File: config.mk
export PLATFORM = sky130hd
export DESIGN_NAME = mcp42000_spi_responder_flat
export DESIGN_NICKNAME = d
export VERILOG_FILES = /design/src/rtl/mcp42000_pkg.sv /design/src/rtl/mcp42000_spi_responder_if.sv /design/src/rtl/mcp42000_sync_edge.sv /design/src/rtl/mcp42000_spi_responder.sv /design/src/flat_wrapper.sv
export SDC_FILE = /design/constraint.sdc
export NUM_CORES = 1
export LEC_CHECK = 0
export ABC_AREA = 1
export CORE_UTILIZATION = 40
export CTS_CLUSTER_DIAMETER = 120
export DETAILED_ROUTE_END_ITERATION = 8
export GPL_TIMING_DRIVEN = 0
export MAX_ROUTING_LAYER = met4
export PLACE_DENSITY = 0.72
export SLEW_MARGIN = 20
export SYNTH_ARGS = -nofsm -noshare
export SYNTH_HDL_FRONTEND = slang
export SYNTH_HIERARCHICAL = 1
export SYNTH_SLANG_ARGS = --single-unit
File: constraint.sdc
create_clock -name clk -period 2.2 [get_ports clk]
set_clock_uncertainty 0.15 [all_clocks]
set_input_delay 0.44 -clock clk [delete_from_list [all_inputs] [get_ports clk]]
set_output_delay 0.44 -clock clk [all_outputs]
set_load 0.01 [all_outputs]
File: src/rtl/mcp42000_pkg.sv
// Shared types and constants for the MCP42000-style SPI digipot responder.
// Define MCP42000_DAISY_EN to enable daisy-chain serial out and multi-word frames.
`timescale 1ns/1ps
package mcp42000_pkg;

  localparam int FRAME_BITS = 16;
  localparam int CNT_W      = 6;
  localparam logic [CNT_W-1:0] CNT_MAX = 6'd63;

`ifdef MCP42000_DAISY_EN
  localparam bit DAISY_EN = 1'b1;
`else
  localparam bit DAISY_EN = 1'b0;
`endif

  typedef enum logic [1:0] {
    CMD_NOP0  = 2'b00,
    CMD_WRITE = 2'b01,
    CMD_SHDN  = 2'b10,
    CMD_NOP1  = 2'b11
  } cmd_e;

  localparam logic [1:0] POT_NONE = 2'b00;
  localparam logic [1:0] POT_0    = 2'b01;
  localparam logic [1:0] POT_1    = 2'b10;
  localparam logic [1:0] POT_BOTH = 2'b11;

  typedef enum logic [1:0] {
    IDLE   = 2'd0,
    SHIFT  = 2'd1,
    DECODE = 2'd2
  } state_e;

  // Daisy chains accept any whole number of words; the last word shifted in is ours.
  function automatic logic frame_valid(input logic [CNT_W-1:0] cnt);
    if (DAISY_EN)
      return (cnt != '0) && (cnt[3:0] == 4'd0) && (cnt < CNT_MAX);
    else
      return cnt == CNT_W'(FRAME_BITS);
  endfunction

endpackage

File: src/rtl/mcp42000_spi_responder_if.sv
// SPI bus between a master and the MCP42000 responder.
`timescale 1ns/1ps
interface mcp42000_spi_responder_if;
  logic sck;
  logic cs;
  logic mosi;
  logic so;

  modport master (output sck, output cs, output mosi, input so);
  modport slave  (input sck, input cs, input mosi, output so);
endinterface

File: src/rtl/mcp42000_sync_edge.sv
// Multi-flop synchronizer for an asynchronous input with rise/fall pulses on the synced copy.
`timescale 1ns/1ps
module mcp42000_sync_edge #(
  parameter int STAGES = 2  // must be at least 2
) (
  input  logic clk,
  input  logic reset,
  input  logic d,
  output logic q,
  output logic rise,
  output logic fall
);

  logic [STAGES-1:0] sync;
  logic              q_d;

  // NOTE: all sequential state uses non-blocking assignments so flop order never matters.
  always_ff @(posedge clk or posedge reset) begin
    if (reset) begin
      sync <= '0;
      q_d  <= 1'b0;
    end else begin
      sync <= {sync[STAGES-2:0], d};
      q_d  <= sync[STAGES-1];
    end
  end

  assign q    = sync[STAGES-1];
  assign rise = q & ~q_d;
  assign fall = ~q & q_d;

endmodule

File: src/rtl/mcp42000_spi_responder.sv
// SPI-slave register model of a dual digital potentiometer (MCP42xxx command set).
// Optional daisy-chain support is enabled with MCP42000_DAISY_EN.
`timescale 1ns/1ps
module mcp42000_spi_responder
  import mcp42000_pkg::*;
#(
  parameter int         SYNC_STAGES = 2,
  parameter logic [7:0] WIPER_RESET = 8'h80
) (
  input  logic                      clk,
  input  logic                      reset,
  mcp42000_spi_responder_if.slave   spi,
  output logic [7:0]                wiper0,
  output logic [7:0]                wiper1,
  output logic [1:0]                shdn,
  output logic                      frame_done,
  output logic                      frame_err
);

  logic sck_rise, sck_fall, sck_s;
  logic cs_rise, cs_fall, cs_s;
  logic [SYNC_STAGES-1:0] mosi_sync;
  logic mosi_s;

  mcp42000_sync_edge #(.STAGES(SYNC_STAGES)) u_sck_sync (
    .clk(clk), .reset(reset), .d(spi.sck), .q(sck_s), .rise(sck_rise), .fall(sck_fall)
  );

  mcp42000_sync_edge #(.STAGES(SYNC_STAGES)) u_cs_sync (
    .clk(clk), .reset(reset), .d(spi.cs), .q(cs_s), .rise(cs_rise), .fall(cs_fall)
  );

  // Same depth as sck so mosi is aligned with the detected sck edge.
  always_ff @(posedge clk or posedge reset) begin
    if (reset) mosi_sync <= '0;
    else       mosi_sync <= {mosi_sync[SYNC_STAGES-2:0], spi.mosi};
  end
  assign mosi_s = mosi_sync[SYNC_STAGES-1];

  state_e                state;
  logic [FRAME_BITS-1:0] sr;
  logic [CNT_W-1:0]      cnt;
  logic                  so_q;
  cmd_e                  cmd;
  logic [1:0]            pot_sel;

  assign cmd     = cmd_e'(sr[13:12]);
  assign pot_sel = sr[9:8];

  always_ff @(posedge clk or posedge reset) begin
    if (reset) begin
      state      <= IDLE;
      sr         <= '0;
      cnt        <= '0;
      wiper0     <= WIPER_RESET;
      wiper1     <= WIPER_RESET;
      shdn       <= 2'b00;
      frame_done <= 1'b0;
      frame_err  <= 1'b0;
    end else begin
      frame_done <= 1'b0;
      frame_err  <= 1'b0;
      case (state)
        IDLE: begin
          if (cs_fall) begin
            cnt   <= '0;
            state <= SHIFT;
          end
        end
        SHIFT: begin
          // cs release wins over a coincident sck edge.
          if (cs_rise) begin
            state <= DECODE;
          end else if (sck_rise) begin
            sr <= {sr[FRAME_BITS-2:0], mosi_s};
            if (cnt != CNT_MAX) cnt <= cnt + 1'b1;
          end
        end
        DECODE: begin
          state <= IDLE;
          if (frame_valid(cnt)) begin
            frame_done <= 1'b1;
            if (cmd == CMD_WRITE) begin
              if (pot_sel[0]) begin wiper0 <= sr[7:0]; shdn[0] <= 1'b0; end
              if (pot_sel[1]) begin wiper1 <= sr[7:0]; shdn[1] <= 1'b0; end
            end else if (cmd == CMD_SHDN) begin
              if (pot_sel[0]) shdn[0] <= 1'b1;
              if (pot_sel[1]) shdn[1] <= 1'b1;
            end
          end else begin
            frame_err <= 1'b1;
          end
        end
        default: state <= IDLE;
      endcase
    end
  end

  // Daisy-chain out: the word being pushed out of sr[15] trails the input by 16 sck periods.
  always_ff @(posedge clk or posedge reset) begin
    if (reset)                     so_q <= 1'b0;
    else if (!DAISY_EN || cs_s)    so_q <= 1'b0;
    else if (sck_fall)             so_q <= sr[FRAME_BITS-1];
  end

  assign spi.so = so_q;

endmodule

File: src/flat_wrapper.sv
// flat-port wrapper written by rule: the top's interface ports become plain ports
module mcp42000_spi_responder_flat import mcp42000_pkg::*;
#(
  parameter int         SYNC_STAGES = 2,
  parameter logic [7:0] WIPER_RESET = 8'h80
)
  (clk, reset, wiper0, wiper1, shdn, frame_done, frame_err, spi_sck, spi_cs, spi_mosi, spi_so);
  mcp42000_spi_responder_if spi_i ();
  input  logic clk;
  input  logic reset;
  output logic [7:0] wiper0;
  output logic [7:0] wiper1;
  output logic [1:0] shdn;
  output logic frame_done;
  output logic frame_err;
  input wire logic [$bits(spi_i.sck)-1:0] spi_sck;
  input wire logic [$bits(spi_i.cs)-1:0] spi_cs;
  input wire logic [$bits(spi_i.mosi)-1:0] spi_mosi;
  output wire logic [$bits(spi_i.so)-1:0] spi_so;
  assign spi_i.sck = spi_sck;
  assign spi_i.cs = spi_cs;
  assign spi_i.mosi = spi_mosi;
  assign spi_so = spi_i.so;
  mcp42000_spi_responder #(.SYNC_STAGES(SYNC_STAGES), .WIPER_RESET(WIPER_RESET)) u_core (.clk(clk), .reset(reset), .spi(spi_i), .wiper0(wiper0), .wiper1(wiper1), .shdn(shdn), .frame_done(frame_done), .frame_err(frame_err));
endmodule
# == Word level (Yosys, flattened, before mapping) ==
# Cells that the tools add are included.
# totals
input_bits,5
output_inout_bits,21
regBits,50
elab_cells,62
# classes
addsub,1
n_bitwise,7
n_mux,19
n_reduce_logical,10
n_eq_ne,11
# ops
operator,count
6-bit 2-to-1 mux,4
4-bit AND reduction,4
6-bit one-hot mux with 2 select lines,1
1-bit 2-to-1 mux,9
2-bit 2-to-1 mux,4
"2-bit by 1-bit inequality test with 1-bit output, second input constant",4
"6-bit by 1-bit adder with 6-bit output, second input constant",1
"6-bit by 5-bit == test with 1-bit output, second input constant",1
"6-bit inequality test, second input constant",1
5-bit AND reduction,1
"2-bit by 1-bit == test with 1-bit output, second input constant",2
"2-bit == test, second input constant",2
1-bit NOT,4
2-bit one-hot mux with 2 select lines,1
2-bit nonzero test,2
1-bit bitwise AND,3
3-bit AND reduction,1
2-bit zero test,1
"2-bit inequality test, second input constant",1
2-bit AND reduction,1

# == Longest topological paths before layout ==
# depth
depth_word,5
mapped_depth,9
depth_no_buf,9

# == Modules after synthesis ==
# The synthesis kept the hierarchy.
# by_module_without_submodules
mod,seq_area_each_um2,area_per_inst_um2,cells_each,instances
mcp42000_spi_responder,1103.6,2023.2,217,1
mcp42000_sync_edge,75.1,93.8,8,2

# == Worst setup path before layout ==
# Ideal clock, no wire load.
# synth_path
path_type,reg2reg
startpoint,reg u_core.cnt[0]
endpoint,reg u_core.wiper0[0]
arrival_ns,1.309
synth_period_minus_slack_ns,1.578
stages_incl_launch_ff,9
setup_slack_ns,0.622
setup_time_ns,0.119
n_path_buf,1
t_required_ns,1.931
cell_sequence,dfrtp_1 > inv_1 > ha_1 > nand3_4 > nor2_8 > nand3_4 > buf_6 > nand2_2 > o21ai_2
# synth_via
elab_chain_cells,3
# synth_rtl
item,line,text
"start, declared",mcp42000_spi_responder.sv:42,logic [CNT_W-1:0] cnt;
"start signal, assigned",mcp42000_spi_responder.sv:76,if (cnt != CNT_MAX) cnt <= cnt + 1'b1;
6-bit by 5-bit == test with 1-bit output,mcp42000_pkg.sv:39,return cnt == CNT_W'(FRAME_BITS);
1-bit 2-to-1 mux,mcp42000_spi_responder.sv:63,case (state)
4-bit AND reduction (no line),n/a,
"end signal, assigned",mcp42000_spi_responder.sv:55,wiper0 <= WIPER_RESET;
"end signal, assigned",mcp42000_spi_responder.sv:84,if (pot_sel[0]) begin wiper0 <= sr[7:0]; shdn[0] <= 1'b0; end
"end, declared",mcp42000_spi_responder.sv:13,"output logic [7:0] wiper0,"
# No other way between the ends. The select of a mux whose other input is x is not followed.
# A chain may end at the register's enable or synchronous reset.

# == Final worst setup path ==
# layout_path
startpoint,reg u_core.wiper0[7]
endpoint,out wiper0[7]
# layout_rtl
item,line,text
"end, declared",flat_wrapper.sv:11,output logic [7:0] wiper0;
# No word-level cell between the ends.

==> flow_summary_export.csv <==
group,metric,value,unit
sta,clock.fmax,515,MHz
die,start_util,0.423,
setup_path,start_kind,"flop",
global_route,grt_pass1_vias,1472,
finish,syn2layout_area_growth,20.4,%
die,dieHeight,76.2,um
clock_network,cts_resized,0,
sta,hold_violations,0,
clock_network,clock-sinks,50,
clock_network,cts_inserted_buffers,5,
detailed_routing,vias_per_cell,4.60,
global_route,grt_max_degree,24,
placed_design,place.port_buffers,24,
sta,min_period_over_period,0.882,
setup_path,regToRegSetupSlack,0.44,ns
setup_path,r2r-end,"u_core/wiper1[0]",
detailed_routing,first_pass_iters,4,
finish,drive_gt1_frac,0.170,
sta,min_period,1.94,ns
finish,final_common_cell,"nand2_1",
die,die_x,76.2,um
power,power,1820,uW
power,p_leak,0.00123,uW
detailed_routing,num_vias,1537,
synthesis,synthesis.nets,240,
sta,max_slew_margin,0.663,
setup_path,cp_max_fo,2,
global_route,grt_overflow,0,
synthesis,avgSynthCellArea,9.54,sq um
job,drv_cap,0,
global_route,track_usage,0.143,
global_route,grt_pass1_wl,6510,um
detailed_routing,avgRoutedWirePerCell,11.1,um
synthesis,ys_warn_count,6,
clock_network,path_clk_slew,0.09,ns
placed_design,place_congestion,0.831,
sta,final_max_slew_viol_count,0,
clock_network,cts_max_level,2,
setup_path,crit_arrival,1.35,ns
sta,finalSetupViolations,0,
setup_path,r2r_cells,8,
power,ir_worst_vdd,0.000422,V
finish,n_antenna_cell,0,
detailed_routing,drtIter0Drc,59,
setup_path,path_depth,1,
worst_hold_path,min_path_type,"flop to flop",
setup_path,path_cells,"clkdlybuf4s50_1",
sta,rsz0062_at_grt,"no",
setup_path,worst-setup-path-type,"flop to primary output",
placed_design,dp_hpwl,2710,um
setup_path,cp_data_required_time,1.61,ns
clock_network,post_cts_buffers,0,
sta,tightest_slew,0.505,ns
finish,final_net_count,272,
setup_path,critPathSlowestCell,"dfstp_2",
setup_path,crit_family,"flip-flops",
finish,final_cell_mix,"56 x nand2_1, 48 x dfrtp_1, 36 x inv_1, 24 x clkdlybuf4s50_1",
setup_path,worst-path-buf-inv,1,
clock_network,cts_tree,"yes",
sta,hold_slack,0.205,ns
detailed_routing,ant_nets,0,
power,powerDensity,685,nW/um^2
die,die-area,5810,sq um
global_route,antenna_found_initial,0,
setup_path,startpoint,"u_core/wiper0[7]",
detailed_routing,post-route-drc-count,0,
synthesis,syn_area,2200,sq um
finish,finish.utilization,0.510,
die,rows,26,
setup_path,crit_end,"wiper0[7]",
setup_path,cpPeakStageDelay,0.54,ns
die,coreArea,5200,sq um
detailed_routing,routed_wirelength,3700,um
run_status,status,"complete, no violations",
die,boundaryPins,26,
clock_network,clock_latency,0.29,ns
clock_network,cts.path.max_buffers,2,
setup_path,critPathCaptureType,"primary output",
synthesis,netlist_instances,231,
clock_network,cts_root_buf,"clkbuf_8",
setup_path,reg2reg_from,"u_core/cnt[0]",
clock_network,ctsHoldBuffers,0,
[cell type report]
class / instances / area, sq um
well taps: 70 / 87.6
flip-flops and latches: 50 / 1250
clock inverters: 2 / 12.5
inverters: 38 / 143
multi-input cells: 138 / 768
fillers: 488 / 2550
clock buffers: 6 / 82.6
plain buffers: 5 / 38.8
repair buffers: 25 / 268
[per-layer routing]
layer | global-route usage | wire, um | share of wire | vias up
met2 | 0.224 | 1730 | 0.47 | 27
met3 | 0.0287 | 87 | 0.024 | 2
li1 | - | - | - | 778
met5 | - | 0 | 0 | -
met4 | 0.0423 | 27 | 0.0073 | 0
met1 | 0.187 | 1850 | 0.50 | 730
[worst min path at each step]
stage / start / end / slack [ns] / depth (start not counted)
after floorplan: reset / u_core/u_cs_sync/q_d / 0.04 / 1
after global placement: u_core/mosi_sync[0] / u_core/mosi_sync[1] / 0.18 / 0
after detailed placement: u_core/mosi_sync[0] / u_core/mosi_sync[1] / 0.19 / 0
after CTS: u_core/u_sck_sync/sync[0] / u_core/u_sck_sync/sync[1] / 0.21 / 0
after global routing: u_core/u_sck_sync/sync[0] / u_core/u_sck_sync/sync[1] / 0.21 / 0
final: u_core/mosi_sync[0] / u_core/mosi_sync[1] / 0.21 / 0
[worst reg2reg max path, cell delays in order, from the launching register on]
cell	delay (ns)
dfrtp_1	0.45
inv_1	0.12
ha_1	0.24
nand3_4	0.12
nor2_8	0.15
nand3_4	0.14
buf_6	0.19
nand2_2	0.07
o21ai_2	0.05
[sequential cells by signal, summed over array words and instances (netlist names)]
signal,count
u_core/cnt,6
u_core/frame_done,1
u_core/frame_err,1
u_core/mosi_sync,2
u_core/shdn,2
u_core/sr,14
u_core/state,2
u_core/u_cs_sync/q_d,1
u_core/u_cs_sync/sync,2
u_core/u_sck_sync/q_d,1
u_core/u_sck_sync/sync,2
u_core/wiper0,8
u_core/wiper1,8
[through the flow]
stage	std cells	cell area [sq um]	setup TNS, ns	setup WS, ns
CTS	334	2650	0	0.246
global route	334	2650	0	0.219
global placement	325	2530	-16.16	-0.385
finish	334	2650	0	0.259
detailed placement	326	2560	0	0.428
floorplan	231	2200	0	0.582
[where the power goes]
group	total (uW)	internal, uW	switching, uW
Clock	546	253	292
Combinational	230	64.9	165
Sequential	1040	992	51.1
Power figures use the tool's default switching activity.
